$ cat src/rtl/register_file_sb_pkg.sv
// Shared constants and address helpers for the pipelined register file and its scoreboard.
package register_file_sb_pkg;

    localparam int DATA_WIDTH_DEF = 32;
    localparam int ADDR_WIDTH_DEF = 5;
    localparam int REG_ZERO       = 0;

    // An address is "live" unless it is the hardwired zero register.
    function automatic logic addr_live(input logic [31:0] addr, input bit zero_reg);
        return !(zero_reg && addr == 32'(REG_ZERO));
    endfunction

endpackage

$ cat src/rtl/register_scoreboard.sv
// Pending-write scoreboard: one busy bit per register, set by issue claims and cleared by writeback.
module register_scoreboard
    import register_file_sb_pkg::*;
#(
    parameter int ADDR_WIDTH = ADDR_WIDTH_DEF,
    parameter bit ZERO_REG   = 1'b1
) (
    input  logic                      clk,
    input  logic                      reset_n,
    input  logic                      claim_en,
    input  logic [ADDR_WIDTH-1:0]     claim_addr,
    input  logic                      wr_en,
    input  logic [ADDR_WIDTH-1:0]     wr_addr,
    output logic [2**ADDR_WIDTH-1:0]  busy,
    output logic [ADDR_WIDTH:0]       busy_count,
    output logic                      wr_unclaimed
);

    localparam int DEPTH = 2**ADDR_WIDTH;

    logic [DEPTH-1:0]  busy_q, busy_d;
    logic [ADDR_WIDTH:0] count_q, count_d;
    logic              unclaimed_q, unclaimed_d;
    logic              wr_live, claim_live;

    assign wr_live    = wr_en    && addr_live(32'(wr_addr), ZERO_REG);
    assign claim_live = claim_en && addr_live(32'(claim_addr), ZERO_REG);

    always_comb begin
        busy_d = busy_q;
        // Release first so a same-address claim (the newer producer) wins.
        if (wr_live)    busy_d[wr_addr]    = 1'b0;
        if (claim_live) busy_d[claim_addr] = 1'b1;
        count_d = '0;
        for (int r = 0; r < DEPTH; r++) begin
            count_d = count_d + (ADDR_WIDTH+1)'(busy_d[r]);
        end
        unclaimed_d = unclaimed_q |
                      (wr_live && !busy_q[wr_addr] && !(claim_live && claim_addr == wr_addr));
    end

    always_ff @(posedge clk) begin
        if (!reset_n) begin
            busy_q      <= '0;
            count_q     <= '0;
            unclaimed_q <= 1'b0;
        end else begin
            busy_q      <= busy_d;
            count_q     <= count_d;
            unclaimed_q <= unclaimed_d;
        end
    end

    assign busy         = busy_q;
    assign busy_count   = count_q;
    assign wr_unclaimed = unclaimed_q;

endmodule

$ cat src/rtl/register_file_sb.sv
// Multi-read-port register file with writeback bypass and a pending-write scoreboard.
module register_file_sb
    import register_file_sb_pkg::*;
#(
    parameter int DATA_WIDTH = DATA_WIDTH_DEF,
    parameter int ADDR_WIDTH = ADDR_WIDTH_DEF,
    parameter int NUM_READ   = 2,
    parameter bit ZERO_REG   = 1'b1,
    parameter bit BYPASS     = 1'b1
) (
    input  logic                           clk,
    input  logic                           reset_n,
    input  logic [NUM_READ*ADDR_WIDTH-1:0] rd_addr,
    output logic [NUM_READ*DATA_WIDTH-1:0] rd_data,
    output logic [NUM_READ-1:0]            rd_busy,
    input  logic                           wr_en,
    input  logic [ADDR_WIDTH-1:0]          wr_addr,
    input  logic [DATA_WIDTH-1:0]          wr_data,
    input  logic                           claim_en,
    input  logic [ADDR_WIDTH-1:0]          claim_addr,
    output logic [ADDR_WIDTH:0]            busy_count,
    output logic                           wr_unclaimed
);

    localparam int DEPTH = 2**ADDR_WIDTH;

    // Name kept stable so simulation preloads can target it hierarchically.
    logic [DATA_WIDTH-1:0] registers [DEPTH];
    logic [DEPTH-1:0]      busy;
    logic                  wr_live;

    assign wr_live = wr_en && addr_live(32'(wr_addr), ZERO_REG);

    always_ff @(posedge clk) begin
        if (!reset_n) begin
            for (int r = 0; r < DEPTH; r++) registers[r] <= '0;
        end else if (wr_live) begin
            registers[wr_addr] <= wr_data;
        end
    end

    register_scoreboard #(
        .ADDR_WIDTH (ADDR_WIDTH),
        .ZERO_REG   (ZERO_REG)
    ) u_sb (
        .clk          (clk),
        .reset_n      (reset_n),
        .claim_en     (claim_en),
        .claim_addr   (claim_addr),
        .wr_en        (wr_en),
        .wr_addr      (wr_addr),
        .busy         (busy),
        .busy_count   (busy_count),
        .wr_unclaimed (wr_unclaimed)
    );

    for (genvar i = 0; i < NUM_READ; i++) begin : g_rd
        logic [ADDR_WIDTH-1:0] a;
        logic                  zero_hit, byp_hit;

        assign a        = rd_addr[i*ADDR_WIDTH +: ADDR_WIDTH];
        assign zero_hit = ZERO_REG && a == ADDR_WIDTH'(REG_ZERO);
        assign byp_hit  = BYPASS && wr_en && wr_addr == a && !zero_hit;

        assign rd_data[i*DATA_WIDTH +: DATA_WIDTH] =
            zero_hit ? '0 : (byp_hit ? wr_data : registers[a]);
        assign rd_busy[i] = !zero_hit && !byp_hit && busy[a];
    end

endmodule

$ cat config.mk
export PLATFORM = sky130hd
export DESIGN_NAME = register_file_sb
export DESIGN_NICKNAME = d
export VERILOG_FILES = /design/src/rtl/register_file_sb_pkg.sv /design/src/rtl/register_scoreboard.sv /design/src/rtl/register_file_sb.sv
export SDC_FILE = /design/constraint.sdc
export NUM_CORES = 2
export LEC_CHECK = 0
export CAP_MARGIN = 20
export CORE_MARGIN = 5
export CORE_UTILIZATION = 45
export DETAILED_ROUTE_END_ITERATION = 10
export HOLD_SLACK_MARGIN = 0.02
export PLACE_DENSITY = 0.66
export SETUP_SLACK_MARGIN = 0.4
export SKIP_LAST_GASP = 1
export SYNTH_ARGS = -nofsm -noshare
export SYNTH_HDL_FRONTEND = slang
export SYNTH_SLANG_ARGS = --single-unit
$ cat constraint.sdc
create_clock -name clk -period 6.6 [get_ports clk]
set_input_delay 0.66 -clock clk [delete_from_list [all_inputs] [get_ports clk]]
set_output_delay 0.66 -clock clk [all_outputs]
set_load 0.02 [all_outputs]
==> impl_metrics.csv <==
group,metric,value,unit
pwr,vdd_drop_max,0.000233,V
yosys,synth_area_leaders,"edfxtp_1 (53%), mux4_2 (21%), and2_1 (11%)",
clock_network,cts_sinks,1063,
floorplan,initial_core_util,45.4,%
clock_network,htreeDepth,3,
final_layout,syn_to_final_growth,13.0,%
floorplan,io_pins,129,
sta,timing.fmax,168,MHz
yosys,synth_cell_types,55,
detailed_routing,drt_iter0_drc,5672,
yosys,postSynth.asyncResetShare,0,%
sta,setup_tns,0,ns
hold_path,hold_end,"u_sb.wr_unclaimed",
hold_path,min_path_type,"reg -> reg",
setup_path,crit_type,"in -> reg",
final_layout,nFillCells,10500,
sta,max_slew_margin,24.2,%
grt,grt.total_usage,28.8,%
yosys,synth_edf_count,1024,
hold_path,hold_depth,2,
clock_network,cts_buffers,113,
final_layout,drive_gt1_share,24.9,%
placement,placed_cell_area,61600,µm²
floorplan,fp.coreArea,128000,µm²
placement,dp_hpwl,112,mm
sta,worst_pin_slew,1.14,ns
clock_network,cts.hold.buffers_added,0,
sta,layout_worst_path_cycle_share,90.4,%
yosys,yosysTopAreaCell,"edfxtp_1",
grt,antenna_found_initial,13,
pwr,pwr-share-seq,47.7,%
pwr,power_switching_share,25.2,%
run_status,status,"finished clean",
placement,gp_congestion,0.882,
pwr,power.leakage,22.7,nW
yosys,ys.flop_type,"edfxtp_1",
setup_path,required,7.16,ns
flow_run,cap_violations,0,
clock_network,clk_path_buf_depth,3,
final_layout,stdcell_area,65500,µm²
setup_path,r2r_start,"u_sb.busy[1]",
floorplan,die_h,369,µm
sta,skew,0.00544,ns
pwr,powerDensity,255,nW/µm²
setup_path,cp_max_fo,5,
sta,min_period,5.97,ns
placement,dp.cells,5518,
placement,io_buffer_count,128,
yosys,ys_seq_elements,1063,
final_layout,fin_nets,4062,
sta,hold-worst-slack,0.489,ns
detailed_routing,wl_per_cell,34.6,µm
sta,setup_violations,0,
grt,gr-total-overflow,0,
placement,dp_slack,-0.183,ns
yosys,syn-cell-area,57900,µm²
grt,grt_pass1_vias,37300,
setup_path,r2r_end,"u_sb.busy_count[4]",
sta,hold_violations,0,
setup_path,arrival,6.53,ns
floorplan,die_w,369,µm
setup_path,startpoint_type,"primary input",
detailed_routing,via_count,37600,
floorplan,fp.dieArea,136000,µm²
yosys,synth_common_cells,"edfxtp_1 (1,024), and2_1 (1,019), mux4_2 (543)",
floorplan,rows,131,
detailed_routing,antenna_left,0,
yosys,postSynthCellCount,3916,
sta,rsz0062_at_grt,"false",
detailed_routing,routed_wirelength,199,mm
final_layout,fin_util,51.3,%
sta,final_max_slew_viol_count,0,
setup_path,cp-end-kind,"register",
sta,setup_ws,0.634,ns
final_layout,stdcell_count,5744,
yosys,synth.top_cell.area_share,53.1,%
pwr,combPwrFrac,13.6,%
pwr,power.internal,12.5,mW
yosys,syn-mean-instance-area,14.8,µm²
grt,grt_max_degree,81,
clock_network,clock_latency,0.69,ns
hold_path,hp-start,"u_sb.wr_unclaimed",
yosys,post-synth-top-count-cell,"edfxtp_1",
clock_network,cts_tree,"yes",
setup_path,ff2ff_setup_slack,1.22,ns
clock_network,clk_root_buffer_cell,"clkbuf_16",
detailed_routing,dr.pass1.iters,6,
setup_path,r2r_cells,18,
detailed_routing,vias_per_cell,6.55,
pwr,clock_power_share,38.7,%
clock_network,path_clk_slew,0.06,ns
detailed_routing,remaining_drc_errors,0,
pwr,total_power,16.7,mW
pwr,switchingPower,4.21,mW
grt,grt_pass1_wl,279,mm
yosys,synth-seq-area-share,54.4,%
yosys,ys_warn_count,0,
[what timing repair did]
action,CTS,global route
setup endpoints to repair,0,1
buffers inserted,0,0
resized for setup,0,11
[placed cells by master (no fill, tap or decap), types with 8 or more instances in the layout]
master / netlist / final
clkbuf_1: 277 / 20
nand2_1: 172 / 146
fa_1: 24 / 22
mux4_2: 543 / 543
clkdlybuf4s50_1: 0 / 119
buf_12: 0 / 11
a22o_1: 23 / 23
mux2i_1: 128 / 128
clkinv_1: 1 / 27
inv_1: 35 / 35
nor2_1: 89 / 57
edfxtp_1: 1024 / 1024
a32o_1: 21 / 21
clkbuf_16: 0 / 116
ha_1: 8 / 8
nand3_1: 33 / 33
dfxtp_1: 39 / 39
buf_4: 16 / 187
nor3_1: 11 / 10
bufinv_16: 0 / 15
o22ai_1: 43 / 43
a22oi_2: 0 / 8
nand2_2: 0 / 26
a22oi_1: 117 / 109
a21oi_1: 12 / 11
diode_2: 0 / 14
nor2b_1: 13 / 8
nor2_4: 0 / 32
and2_1: 1019 / 1017
xnor2_1: 10 / 10
o211ai_1: 13 / 13
o21ai_0: 30 / 24
clkinv_2: 0 / 23
conb_1: 1 / 32
o221ai_1: 20 / 20
[cell families (layout without fill, tap and decap cells)]
family / Yosys count / after routing / synth area share (%)
buffers and inverters: 453 / 574 / 3.46
DFF: 1063 / 1063 / 54.4
muxes: 676 / 676 / 23.4
adders and majority gates: 32 / 32 / 1.00
xor gates and xnor gates: 16 / 16 / 0.242
AOI/OAI and AO/OA: 302 / 302 / 3.83
and+or+nand+nor: 1373 / 1373 / 13.6
other: 1 / 46 / 0.00647
[sequential cells by signal (all words and copies together), names as in the netlist]
name	count
u_sb.wr_unclaimed	1
u_sb.busy_count	6
u_sb.busy	32
registers	1024
[how the worst max path moves through the flow]
stage                             start                 end  slack (ns)
final                     claim_addr[2]  u_sb.busy_count[4]        0.63
after global routing         wr_addr[1]  u_sb.busy_count[4]        0.40
after CTS                    wr_addr[2]  u_sb.busy_count[4]        0.52
after detailed placement     wr_addr[2]  u_sb.busy_count[4]       -0.18
after global placement       wr_addr[2]  u_sb.busy_count[4]       -0.12
after floorplan           claim_addr[0]  u_sb.busy_count[4]        0.43
[final cells by class]
cell class / count / area (µm²) / share of cell area, %
tap: 1662 / 2080 / 3.18
clock buffer: 134 / 2930 / 4.47
antenna: 14 / 35.0 / 0.0535
clock inverter: 75 / 761 / 1.16
multi-input combinational: 2431 / 25000 / 38.2
inverter: 36 / 136 / 0.208
sequential: 1063 / 31500 / 48.1
timing repair buffer: 329 / 3010 / 4.60
[power by group through the flow]
stage	logic (mW)	registers, mW	clock network (mW)
detailed placement	2.24	8.08	0
finish	2.27	7.95	6.46
global route	2.36	7.99	6.79
CTS	2.25	7.94	6.50
global placement	2.22	8.05	0
floorplan	1.37	8.02	0
[worst max-delay path: stages]
cell and delay [ns]:
clkdlybuf4s50_1 0.41, or3_1 0.41, and3_2 0.29, buf_4 0.15, a22o_1 0.22, fa_1 0.48
fa_1 0.58, fa_1 0.44, fa_1 0.49, inv_1 0.05, fa_1 0.46, fa_1 0.50
inv_1 0.05, fa_2 0.36, fa_2 0.39, a21o_1 0.18, a21oi_1 0.17, xor2_1 0.17
nor2_1 0.06
[routing by layer]
metal,vias up,GRT usage (%),share of wire (%)
met5,-,0,0.0065
met4,2,11.5,4.5
met3,500,6.13,11
met2,2636,46.0,47
met1,19400,38.9,37
li1,15100,-,-
Power figures use the tool's default switching activity.
